$ cat src/rtl/mem_stage_ctrl_if.sv
// Bus bundle between the MEM-stage controller and its environment:
// the EX/MEM pipeline request, the data-memory port and the stall status.
interface mem_stage_ctrl_if;
    // Pipeline side (EX/MEM register contents)
    logic        mem_read_in;
    logic        mem_write_in;
    logic        is_ldi_in;
    logic        is_sti_in;
    logic [1:0]  mem_byte_enable_in;
    logic [15:0] addr_in;
    logic [15:0] wdata_in;

    // Data-memory side
    logic        dmem_resp;
    logic [15:0] dmem_rdata;
    logic        dmem_read;
    logic        dmem_write;
    logic [15:0] dmem_address;
    logic [15:0] dmem_wdata;
    logic [1:0]  dmem_byte_enable;

    // Results back to the pipeline
    logic [15:0] mem_rdata_out;
    logic        stall_pipeline;
    logic [15:0] stall_count;

    // Controller view
    modport slave (
        input  mem_read_in, mem_write_in, is_ldi_in, is_sti_in,
               mem_byte_enable_in, addr_in, wdata_in, dmem_resp, dmem_rdata,
        output dmem_read, dmem_write, dmem_address, dmem_wdata,
               dmem_byte_enable, mem_rdata_out, stall_pipeline, stall_count
    );

    // Environment view (pipeline plus data memory)
    modport master (
        output mem_read_in, mem_write_in, is_ldi_in, is_sti_in,
               mem_byte_enable_in, addr_in, wdata_in, dmem_resp, dmem_rdata,
        input  dmem_read, dmem_write, dmem_address, dmem_wdata,
               dmem_byte_enable, mem_rdata_out, stall_pipeline, stall_count
    );
endinterface

$ cat src/rtl/mem_stage_ctrl.sv
// LC-3b MEM-stage controller: issues direct loads/stores to data memory,
// sequences LDI/STI as a pointer fetch followed by the final access, and
// freezes the pipeline until the final access completes.
module mem_stage_ctrl (
    input  logic           clk,
    input  logic           reset,
    mem_stage_ctrl_if.slave bus
);

    typedef enum logic [1:0] {
        IDLE   = 2'd0,
        PTR    = 2'd1,
        SECOND = 2'd2
    } state_t;

    state_t      state;
    state_t      state_next;
    logic [15:0] ptr_reg;
    logic [15:0] stall_cnt;
    logic        ptr_load;
    logic        final_resp;
    logic        op;
    logic        indirect;

    assign op       = bus.mem_read_in | bus.mem_write_in;
    assign indirect = (bus.is_ldi_in & bus.mem_read_in) | (bus.is_sti_in & bus.mem_write_in);

    assign bus.mem_rdata_out = bus.dmem_rdata;
    assign bus.stall_count   = stall_cnt;

    // Next-state, memory request and stall decode.
    always_comb begin
        // NOTE: every output gets a default first so no path through the case infers a latch.
        state_next           = state;
        ptr_load             = 1'b0;
        final_resp           = 1'b0;
        bus.dmem_read        = 1'b0;
        bus.dmem_write       = 1'b0;
        bus.dmem_address     = 16'h0000;
        bus.dmem_wdata       = 16'h0000;
        bus.dmem_byte_enable = 2'b00;

        case (state)
            IDLE: begin
                if (op) begin
                    if (indirect) begin
                        // Pointer fetch: always an aligned word read.
                        bus.dmem_read        = 1'b1;
                        bus.dmem_address     = {bus.addr_in[15:1], 1'b0};
                        bus.dmem_byte_enable = 2'b11;
                        if (bus.dmem_resp) begin
                            ptr_load   = 1'b1;
                            state_next = SECOND;
                        end else begin
                            state_next = PTR;
                        end
                    end else begin
                        // Read+write together is treated as a write.
                        bus.dmem_read        = bus.mem_read_in & ~bus.mem_write_in;
                        bus.dmem_write       = bus.mem_write_in;
                        bus.dmem_address     = bus.addr_in;
                        bus.dmem_wdata       = bus.wdata_in;
                        bus.dmem_byte_enable = bus.mem_byte_enable_in;
                        final_resp           = bus.dmem_resp;
                    end
                end
            end

            PTR: begin
                bus.dmem_read        = 1'b1;
                bus.dmem_address     = {bus.addr_in[15:1], 1'b0};
                bus.dmem_byte_enable = 2'b11;
                if (bus.dmem_resp) begin
                    ptr_load   = 1'b1;
                    state_next = SECOND;
                end
            end

            SECOND: begin
                bus.dmem_address     = {ptr_reg[15:1], 1'b0};
                bus.dmem_byte_enable = 2'b11;
                if (bus.mem_write_in) begin
                    bus.dmem_write = 1'b1;
                    bus.dmem_wdata = bus.wdata_in;
                end else begin
                    bus.dmem_read = 1'b1;
                end
                final_resp = bus.dmem_resp;
                if (bus.dmem_resp) begin
                    state_next = IDLE;
                end
            end

            default: state_next = IDLE;
        endcase

        bus.stall_pipeline = op & ~final_resp;
    end

    // State, pointer register and saturating stall counter.
    always_ff @(posedge clk or posedge reset) begin
        // NOTE: sequential state uses non-blocking assignments so all registers update from pre-edge values.
        if (reset) begin
            state     <= IDLE;
            ptr_reg   <= 16'h0000;
            stall_cnt <= 16'h0000;
        end else begin
            state <= state_next;
            if (ptr_load) begin
                ptr_reg <= bus.dmem_rdata;
            end
            if (bus.stall_pipeline && (stall_cnt != 16'hFFFF)) begin
                stall_cnt <= stall_cnt + 16'd1;
            end
        end
    end

endmodule

$ cat src/flat_wrapper.sv
// flat-port wrapper written by rule: the top's interface ports become plain ports
module mem_stage_ctrl_flat 
  (clk, reset, bus_mem_read_in, bus_mem_write_in, bus_is_ldi_in, bus_is_sti_in, bus_mem_byte_enable_in, bus_addr_in, bus_wdata_in, bus_dmem_resp, bus_dmem_rdata, bus_dmem_read, bus_dmem_write, bus_dmem_address, bus_dmem_wdata, bus_dmem_byte_enable, bus_mem_rdata_out, bus_stall_pipeline, bus_stall_count);
  mem_stage_ctrl_if bus_i ();
  input  logic clk;
  input  logic reset;
  input wire logic [$bits(bus_i.mem_read_in)-1:0] bus_mem_read_in;
  input wire logic [$bits(bus_i.mem_write_in)-1:0] bus_mem_write_in;
  input wire logic [$bits(bus_i.is_ldi_in)-1:0] bus_is_ldi_in;
  input wire logic [$bits(bus_i.is_sti_in)-1:0] bus_is_sti_in;
  input wire logic [$bits(bus_i.mem_byte_enable_in)-1:0] bus_mem_byte_enable_in;
  input wire logic [$bits(bus_i.addr_in)-1:0] bus_addr_in;
  input wire logic [$bits(bus_i.wdata_in)-1:0] bus_wdata_in;
  input wire logic [$bits(bus_i.dmem_resp)-1:0] bus_dmem_resp;
  input wire logic [$bits(bus_i.dmem_rdata)-1:0] bus_dmem_rdata;
  output wire logic [$bits(bus_i.dmem_read)-1:0] bus_dmem_read;
  output wire logic [$bits(bus_i.dmem_write)-1:0] bus_dmem_write;
  output wire logic [$bits(bus_i.dmem_address)-1:0] bus_dmem_address;
  output wire logic [$bits(bus_i.dmem_wdata)-1:0] bus_dmem_wdata;
  output wire logic [$bits(bus_i.dmem_byte_enable)-1:0] bus_dmem_byte_enable;
  output wire logic [$bits(bus_i.mem_rdata_out)-1:0] bus_mem_rdata_out;
  output wire logic [$bits(bus_i.stall_pipeline)-1:0] bus_stall_pipeline;
  output wire logic [$bits(bus_i.stall_count)-1:0] bus_stall_count;
  assign bus_i.mem_read_in = bus_mem_read_in;
  assign bus_i.mem_write_in = bus_mem_write_in;
  assign bus_i.is_ldi_in = bus_is_ldi_in;
  assign bus_i.is_sti_in = bus_is_sti_in;
  assign bus_i.mem_byte_enable_in = bus_mem_byte_enable_in;
  assign bus_i.addr_in = bus_addr_in;
  assign bus_i.wdata_in = bus_wdata_in;
  assign bus_i.dmem_resp = bus_dmem_resp;
  assign bus_i.dmem_rdata = bus_dmem_rdata;
  assign bus_dmem_read = bus_i.dmem_read;
  assign bus_dmem_write = bus_i.dmem_write;
  assign bus_dmem_address = bus_i.dmem_address;
  assign bus_dmem_wdata = bus_i.dmem_wdata;
  assign bus_dmem_byte_enable = bus_i.dmem_byte_enable;
  assign bus_mem_rdata_out = bus_i.mem_rdata_out;
  assign bus_stall_pipeline = bus_i.stall_pipeline;
  assign bus_stall_count = bus_i.stall_count;
  mem_stage_ctrl u_core (.clk(clk), .reset(reset), .bus(bus_i));
endmodule
$ cat config.mk
export PLATFORM = sky130hd
export DESIGN_NAME = mem_stage_ctrl_flat
export DESIGN_NICKNAME = d
export VERILOG_FILES = /design/src/rtl/mem_stage_ctrl_if.sv /design/src/rtl/mem_stage_ctrl.sv /design/src/flat_wrapper.sv
export SDC_FILE = /design/constraint.sdc
export NUM_CORES = 1
export LEC_CHECK = 0
export ABC_AREA = 1
export CORE_MARGIN = 5
export CORE_UTILIZATION = 55
export DETAILED_ROUTE_END_ITERATION = 7
export DONT_BUFFER_PORTS = 1
export MAX_ROUTING_LAYER = met4
export PLACE_DENSITY = 0.7
export SLEW_MARGIN = 5
export SYNTH_ARGS = -nofsm -noshare
export SYNTH_HDL_FRONTEND = slang
export SYNTH_SLANG_ARGS = --single-unit
export TNS_END_PERCENT = 20
$ cat constraint.sdc
create_clock -name clk -period 3.35 [get_ports clk]
set_clock_uncertainty 0.15 [all_clocks]
set_input_delay 0.67 -clock clk [delete_from_list [all_inputs] [get_ports clk]]
set_output_delay 0.67 -clock clk [all_outputs]
set_load 0.02 [all_outputs]
==> results.json, run 1 <==
{
  "hold_path_class": "in2async",
  "ys_top_cells_by_count": "130 x nand2_1, 47 x inv_1, 33 x dfrtp_1",
  "yosysSeqAreaShare_pct": 34.55,
  "max_slew.worst_pin.slew_ns": 0.6831,
  "ctsResizeCount": 0,
  "gp_congestion": 0.9175,
  "synthCells": 357,
  "grt_max_degree": 34,
  "grtUsageTotal_pct": 19.36,
  "fin_nets": 402,
  "yosys.cell_count.top_type": "nand2_1",
  "start_kind": "flip-flop",
  "synth_area_leaders": "dfrtp_1 35%, nand2_1 20%, inv_1 7.4%, buf_4 5.7%, nor2_1 5.0%",
  "status": "finished, final reports clean",
  "first_global_vias": 1914,
  "ys.flop_type": "dfrtp_1",
  "cts_htree_levels": 2,
  "clockBufferDepth": 2,
  "dp_hpwl_um": 4097,
  "slowest_stage": "dfrtp_1",
  "critical-path-max-stage-delay_ns": 0.41,
  "ant_nets": 0,
  "largest_register_ffs": 16,
  "yosysTopAreaCell": "dfrtp_1",
  "numCtsBuffers": 5,
  "placementRows": 24,
  "worstReg2RegStart": "u_core.bus.stall_count[0]",
  "ys_async_sr_fraction_pct": 100.0,
  "grt_overflow": 0,
  "setup_violations": 0,
  "fmax_mhz": 353.1,
  "utilization_pct": 55.36,
  "crit_fanout": 15,
  "finalHoldViolCount": 0,
  "clkLatencyLatePin_ns": 0.28,
  "firstDrtPassIters": 4,
  "rsz0062_at_grt": "no",
  "cts.sinks": 33,
  "pin_count": 126,
  "pwr_density_cell_nw_per_um2": 805.0,
  "cts_tree": "built",
  "antenna_found_initial": 0,
  "synth_edf_count": 0,
  "drt_iter0_drc": 97,
  "portBuffers": 0,
  "synth_area_um2": 2390,
  "syn_avg_cell_area_um2": 6.694,
  "min_period_ns": 2.832,
  "cts_root_buf": "clkbuf_8",
  "syn_nets": 419,
  "worstSetupPathType": "reg2out",
  "start_util_pct": 55.65,
  "ys_ff_latch": 33,
  "whs_ns": 0.2187,
  "drc": 0,
  "path_common_cell": "nand2_1",
  "slew_headroom_pct": 54.46,
  "maxCapViolations": 0,
  "clk_pin_slew_worst_paths_ns": 0.07,
  "via_count": 2024,
  "synth_warnings": 0,
  "fp.dieH_um": 75.92,
  "ys_types": 28,
  "cp-end-kind": "output port",
  "grt_pass1_wl_um": 9080,
  "peakVddDrop_v": 0.0004626,
  "routed_via_density": 5.163,
  "netlist.area_leader.share_pct": 34.55,
  "drive_above_1_share_pct": 7.647,
  "required_ns": 2.53,
  "post-route-period-util_pct": 84.53,
  "crit_arrival_ns": 2.01,
  "cp_cell_sequence": "inv_1 -> ha_1 -> nand2_1 -> nand2_1 -> nand2_1 -> a21oi_1",
  "diodes": 0,
  "routedWlPerCell_um": 13.88,
  "holdBufCountCts": 0,
  "area_growth_pct": -0.5236,
  "p_total_mw": 1.914,
  "die_x_um": 75.92,
  "post_cts_buffers": 0,
  "drv_slew": 0,
  "power.leakage_nw": 1.232,
  "dieArea_um2": 5763,
  "totalWireLength_um": 5440,
  "fp.coreArea_um2": 4294,
  "startpoint": "u_core.state[0]",
  "finalSetupTns_ns": 0
}
logic make-up (layout without fill, tap and decap cells):
logic type,Yosys count,count (layout),synth area share (%)
XOR/XNOR,7,7,2.565
flip-flops,33,33,34.55
AO/OA/AOI/OAI,48,48,11.83
buffers and inverters,78,61,15.81
AND/OR/NAND/NOR,186,186,32.62
adder cells (fa/ha/maj),5,5,2.618
cell usage in the layout (no fill, tap or decap), drive strengths merged:
| cell | synthesis | routed |
|---|---|---|
| o31ai | 1 | 1 |
| dfrtp | 33 | 33 |
| xor2 | 4 | 4 |
| nand4 | 4 | 4 |
| nor3 | 1 | 1 |
| xnor2 | 3 | 3 |
| o21ai | 23 | 23 |
| ha | 5 | 5 |
| buf | 24 | 3 |
| nand2 | 135 | 135 |
| nand3 | 8 | 8 |
| o22ai | 1 | 1 |
| clkbuf | 3 | 7 |
| nor2 | 36 | 36 |
| a21oi | 20 | 20 |
| o21bai | 1 | 1 |
| a22oi | 1 | 1 |
| nand3b | 2 | 2 |
| o21a | 1 | 1 |
| inv | 51 | 51 |
final cells by class:
| class | instances | area (um2) |
|---|---|---|
| Clock buffer | 7 | 86.33 |
| Fill cell | 421 | 1917 |
| Inverter | 51 | 191.4 |
| Multi-Input combinational cell | 246 | 1186 |
| Sequential cell | 33 | 825.8 |
| Tap cell | 52 | 65.06 |
| Timing Repair Buffer | 3 | 22.52 |
final timing paths:
kind | to | slack, ns | cells past startpoint
max | bus_dmem_address[1] | 0.52 | 6
min in group clk | u_core.state[0] | 0.33 | 1
max reg2reg | u_core.bus.stall_count[5] | 1.46 | 9
min | u_core.bus.stall_count[4] | 0.22 | 2
max in group asynchronous | u_core.bus.stall_count[6] | 2.53 | 2
min reg2reg | u_core.ptr_reg[6] | 0.39 | 2
worst max-delay path, delay by kind of cell, from the launching register on:
family	cells	cell delay, ns
compound gates	1	0.39
fa+ha+maj	1	0.25
buf+inv	1	0.09
flops	1	0.41
simple gates	3	0.57
metrics by stage:
stage,instance area [um2],worst slack (ns),cells
after floorplan,2390,0.9412,357
after global placement,2291,0.8237,385
after detailed placement,2291,0.7673,385
after CTS,2377,0.4928,392
after global routing,2377,0.3090,392
final,2377,0.5182,392
metal layers:
metal	vias to the layer above	global-route usage, %	part of all wire, %
met5	-	-	0
met4	0	5.338	1.0
met3	6	8.057	9.2
met2	76	32.02	48
met1	906	21.36	41
li1	1036	-	-
report_power, final:
group | leakage (nW) | total (mW) | internal [mW] | switching, mW
Combinational | 0.761 | 0.938 | 0.241 | 0.697
Clock | 0.0443 | 0.297 | 0.163 | 0.134
Sequential | 0.427 | 0.679 | 0.530 | 0.149
Power figures use the tool's default switching activity.
==> run 2, diff against run 1 <==
- ABC_AREA: 1 -> 0
- clock period: 3.35 -> 2.8 ns (I/O delays scaled with it)
==> results.json, run 2 <==
{
  "status": "finished, final reports clean",
  "ys_async_sr_fraction_pct": 100.0,
  "max_slew.worst_pin.slew_ns": 0.9737,
  "crit_fanout": 15,
  "dp_hpwl_um": 3854,
  "multiInputGateArea_um2": 1167,
  "fp.coreArea_um2": 3744,
  "clk_pin_slew_worst_paths_ns": 0.07,
  "start_kind": "flip-flop",
  "synth_edf_count": 0,
  "synth_area_leaders": "dfrtp_1 38%, mux2_4 6.9%, buf_4 5.9%, a22oi_1 5.6%, xor2_1 4.9%",
  "slew_headroom_pct": 35.09,
  "yosys.cell_count.top_type": "dfrtp_1",
  "grtUsageTotal_pct": 19.55,
  "drive_above_1_share_pct": 28.29,
  "clockBufferDepth": 2,
  "required_ns": 2.09,
  "yosysTopAreaCell": "dfrtp_1",
  "synthCells": 218,
  "drc": 0,
  "cts.sinks": 33,
  "finalSetupTns_ns": 0,
  "largest_register_ffs": 16,
  "synth_area_um2": 2162,
  "dieArea_um2": 5285,
  "finalHoldViolCount": 0,
  "via_count": 1637,
  "cts_htree_levels": 2,
  "maxCapViolations": 0,
  "pwr_density_cell_nw_per_um2": 1228,
  "cts_tree": "built",
  "fin_ws_ns": 0.1407,
  "numCtsBuffers": 5,
  "switching_share_pct": 48.44,
  "final_common_cell": "dfrtp_1",
  "final_cell_mix": "33 x dfrtp_1, 16 x a22oi_1, 16 x and2_1",
  "ys.flop_type": "dfrtp_1",
  "ys_types": 38,
  "routed_via_density": 6.470,
  "synth_warnings": 0,
  "power.internal_mw": 1.412,
  "grt_pass1_wl_um": 7976,
  "pwr-share-seq_pct": 39.2,
  "ys_ff_latch": 33,
  "rsz0062_at_grt": "no",
  "power.leakage_nw": 0.9543,
  "placementRows": 22,
  "start_util_pct": 57.75,
  "setup_violations": 0,
  "diodes": 0,
  "peakVddDrop_v": 0.0007900,
  "netlist.area_leader.share_pct": 38.19,
  "cts_root_buf": "clkbuf_8",
  "combPwrFrac_pct": 46.8,
  "cp-end-kind": "output port",
  "num-fill-cells": 329,
  "hold_path_class": "in2async",
  "fin_nets": 266,
  "die_x_um": 72.70,
  "fmax_mhz": 376.0,
  "syn_nets": 280,
  "gp_congestion": 0.8739,
  "pin_count": 126,
  "post_cts_buffers": 0,
  "p_total_mw": 2.738,
  "fp.dieH_um": 72.70,
  "register_area_um2": 825.8,
  "firstDrtPassIters": 4,
  "switching_power_mw": 1.326,
  "worstSetupPathType": "reg2out",
  "grt_max_degree": 34,
  "first_global_vias": 1629,
  "syn_avg_cell_area_um2": 9.918,
  "drv_slew": 0,
  "post-route-period-util_pct": 94.97,
  "routedWlPerCell_um": 19.79,
  "antenna_found_initial": 0,
  "yosysSeqAreaShare_pct": 38.19,
  "grt_overflow": 0,
  "ant_nets": 0,
  "drt_iter0_drc": 66,
  "totalWireLength_um": 5007,
  "clkLatencyLatePin_ns": 0.27,
  "place_ws_ns": 0.2653,
  "p_clk_share_pct": 14.0,
  "area_growth_pct": 3.125,
  "ys_top_cells_by_count": "33 x dfrtp_1, 19 x nor2_1, 17 x buf_4",
  "portBuffers": 0,
  "min_period_ns": 2.659,
  "crit_arrival_ns": 1.95
}
==> run 2: cell types whose count changed in the layout (fill, tap and decap cells not counted), moves of 8 or more <==
cell,before,now
mux2_4,0,10
xor2_1,4,12
nor2_2,1,15
a22oi_1,0,16
o21ai_0,23,4
nand2_1,130,9
inv_1,47,8
nor2_1,32,4
and2_1,0,16
mux2_2,0,8
a21oi_1,20,7
==> run 2: final cells by class <==
cell class / instances / area share, %
clock buffers: 7 / 4.321
repair buffers: 6 / 2.020
well taps: 48 / 2.694
flip-flops and latches: 33 / 37.04
inverters: 8 / 1.347
multi-input cells: 150 / 52.36
clock inverters: 1 / 0.2245
==> run 2: power by group through the flow <==
stage | clock (mW) | combinational (mW) | sequential, mW
2_1_floorplan | 0 | 1.12 | 1.00
5_1_grt | 0.428 | 1.41 | 1.11
6_report | 0.385 | 1.28 | 1.07
3_5_place_dp | 0 | 1.23 | 1.07
4_1_cts | 0.400 | 1.27 | 1.07
3_3_place_gp | 0 | 1.20 | 1.07
==> run 2: worst max-delay path, cell delays in order, from the launching register on <==
cell and delay (ns):
dfrtp_1 0.41, inv_1 0.13, ha_2 0.25, o21a_1 0.24, or2_4 0.26, a22oi_1 0.12
nor2_2 0.25
==> run 2: logic make-up (layout without fill, tap and decap cells) <==
family / after synthesis / count (layout) / share of synthesized area (%)
buf+inv: 35 / 22 / 9.838
fa+ha+maj: 5 / 5 / 2.894
flops: 33 / 33 / 38.19
xor+xnor: 13 / 13 / 5.266
simple gates: 79 / 79 / 20.83
compound gates: 35 / 35 / 11.86
mux: 18 / 18 / 11.11
==> run 2: repair_timing <==
| action | 4_1_cts | 5_1_grt |
|---|---|---|
| setup endpoints to repair | 15 | 31 |
| cloned | 0 | 0 |
| endpoints found under the hold margin | 0 | 0 |
| hold buffers | 0 | 0 |
| resized for setup | 15 | 3 |
==> run 2: layer usage <==
layer | GRT usage [%] | vias up | share of wire (%)
met2 | 32.36 | 105 | 49
li1 | - | 729 | -
met4 | 3.689 | 0 | 0.82
met3 | 5.785 | 6 | 11
met1 | 23.83 | 797 | 40
met5 | - | - | 0
==> run 2: metrics by stage <==
| stage | util, % | instance area, um2 | cells | hold WS, ns |
|---|---|---|---|---|
| after CTS | 59.39 | 2223 | 253 | 0.1119 |
| after global routing | 59.56 | 2230 | 253 | 0.1348 |
| after detailed placement | 55.68 | 2085 | 245 | 0.3452 |
| after global placement | 55.68 | 2085 | 245 | 0.3407 |
| final | 59.56 | 2230 | 253 | 0.1095 |
| after floorplan | - | 2162 | 218 | 0.3303 |
==> run 2: worst paths after layout <==
check / cells after the start / slack (ns) / from / endpoint
worst max-delay path: 6 / 0.14 / u_core.state[1] / bus_dmem_address[5]
worst min-delay path: 2 / 0.11 / reset / u_core.bus.stall_count[3]
worst max register to register: 6 / 0.51 / u_core.bus.stall_count[0] / u_core.bus.stall_count[1]
worst min register to register: 1 / 0.36 / u_core.ptr_reg[11] / u_core.ptr_reg[11]
max in group asynchronous: 2 / 2.09 / reset / u_core.bus.stall_count[4]
min in group clk: 1 / 0.28 / bus_dmem_rdata[6] / u_core.ptr_reg[6]
==> run 3, diff against run 2 <==
- CORE_MARGIN: 5 -> 4
==> results.json, run 3 (synthesized netlist as in run 2, its figures left out) <==
{
  "largest_register_ffs": 16,
  "dp_hpwl_um": 3847,
  "clk_pin_slew_worst_paths_ns": 0.07,
  "gp_congestion": 0.9384,
  "clockBufferDepth": 2,
  "cp-end-kind": "output port",
  "routed_via_density": 6.303,
  "holdBufCountCts": 0,
  "start_kind": "flip-flop",
  "via_count": 1601,
  "path_delay_family": "simple AND/OR/NAND/NOR gates",
  "final_cell_mix": "33 x dfrtp_1, 16 x a22oi_1, 16 x and2_1",
  "power.leakage_nw": 0.9495,
  "cp.buffers_inverters": 1,
  "drc": 0,
  "peakVddDrop_v": 0.0006159,
  "crit_arrival_ns": 1.91,
  "totalWireLength_um": 5010,
  "drive_above_1_share_pct": 28.64,
  "fin_nets": 267,
  "setup_violations": 0,
  "start_util_pct": 57.75,
  "num-fill-cells": 322,
  "grt_max_degree": 34,
  "post_cts_buffers": 0,
  "max_slew.worst_pin.slew_ns": 0.9942,
  "cts_root_buf": "clkbuf_8",
  "required_ns": 2.09,
  "die_x_um": 70.70,
  "drt_iter0_drc": 99,
  "post-route-period-util_pct": 93.40,
  "first_global_vias": 1695,
  "slew_headroom_pct": 33.72,
  "routedWlPerCell_um": 19.72,
  "reg2reg_slack_ns": 0.65,
  "grtUsageTotal_pct": 19.90,
  "grt_pass1_wl_um": 7955,
  "firstDrtPassIters": 4,
  "numCtsBuffers": 5,
  "placementRows": 22,
  "rsz0062_at_grt": "no",
  "finalSetupTns_ns": 0,
  "cts.sinks": 33,
  "min_period_ns": 2.615,
  "diodes": 0,
  "clkLatencyLatePin_ns": 0.28,
  "worstReg2RegStart": "u_core.state[1]",
  "crit_fanout": 15,
  "timing.rr.end": "u_core.bus.stall_count[1]",
  "utilization_pct": 59.36,
  "r2r_cells": 7,
  "pin_count": 126,
  "critical-path-max-stage-delay_ns": 0.41,
  "antenna_found_initial": 0,
  "maxCapViolations": 0,
  "finalHoldViolCount": 0,
  "status": "finished, final reports clean",
  "worstSetupPathType": "reg2out",
  "fp.dieH_um": 70.70,
  "portBuffers": 0,
  "ant_nets": 0,
  "cp_cell_sequence": "inv_1 -> ha_2 -> o21a_1 -> or2_4 -> a22oi_1 -> nor2_2",
  "final_common_cell": "dfrtp_1",
  "hold_path_class": "in2async",
  "cts_htree_levels": 2,
  "pwr_density_cell_nw_per_um2": 1216,
  "fp.coreArea_um2": 3744,
  "drv_slew": 0,
  "cts_tree": "built",
  "fmax_mhz": 382.4,
  "dieArea_um2": 4998,
  "grt_overflow": 0,
  "slowest_stage": "dfrtp_1",
  "area_growth_pct": 2.778
}
## run 3: per-stage QoR
step,power (mW),hold slack (ns),instance area (um2),cells,setup slack (ns)
2_1_floorplan,2.118,0.3303,2162,218,0.2901
3_3_place_gp,2.261,0.3419,2092,246,0.3680
3_5_place_dp,2.316,0.3500,2092,246,0.2661
4_1_cts,2.705,0.1070,2216,254,0.04804
5_1_grt,2.872,0.1274,2222,254,0.04743
6_report,2.701,0.09750,2222,254,0.1848
## run 3: how the worst max path moves through the flow
stage | endpoint | from | cells past startpoint
CTS | bus_dmem_wdata[1] | u_core.state[1] | 5
floorplan | bus_dmem_address[11] | u_core.state[1] | 8
global placement | bus_dmem_address[9] | u_core.state[1] | 6
finish | bus_dmem_address[9] | u_core.state[1] | 6
global route | bus_dmem_address[9] | u_core.state[1] | 6
detailed placement | bus_dmem_address[7] | u_core.state[1] | 6
## run 3: routing by layer
layer / vias to the layer above / GRT usage, % / wire, um
li1: 724 / - / -
met1: 790 / 21.49 / 1938
met2: 85 / 34.81 / 2581
met3: 2 / 6.108 / 473
met4: 0 / 6.263 / 17
met5: - / - / 0
## run 3: worst reg2reg max path, cell delays in order (launching register included)
cell and delay [ns]:
dfrtp_1 0.41, inv_1 0.13, ha_2 0.25, nand2_1 0.08, o221ai_2 0.39, buf_4 0.27, nor2_1 0.09, mux2_2 0.27
## run 3: layout make-up
class	instances	area [um2]	area share (%)
timing repair buffer	7	52.55	2.365
clock inverter	3	17.52	0.7883
tap	48	60.06	2.703
clock buffer	5	68.82	3.097
inverter	8	30.03	1.351
sequential	33	825.8	37.16
multi-input combinational	150	1167	52.53
## run 3: repair_timing
item | 4_1_cts | 5_1_grt
endpoints found under the setup margin | 15 | 31
gates resized for setup | 15 | 3
endpoints found under the hold margin | 0 | 0
## run 3: power breakdown
group | total, mW | switching [mW] | internal (mW) | leakage [nW]
Sequential | 1.07 | 0.374 | 0.696 | 0.385
Combinational | 1.29 | 0.795 | 0.494 | 0.521
Clock | 0.341 | 0.170 | 0.171 | 0.0439
Total | 2.70 | 1.34 | 1.36 | 0.949
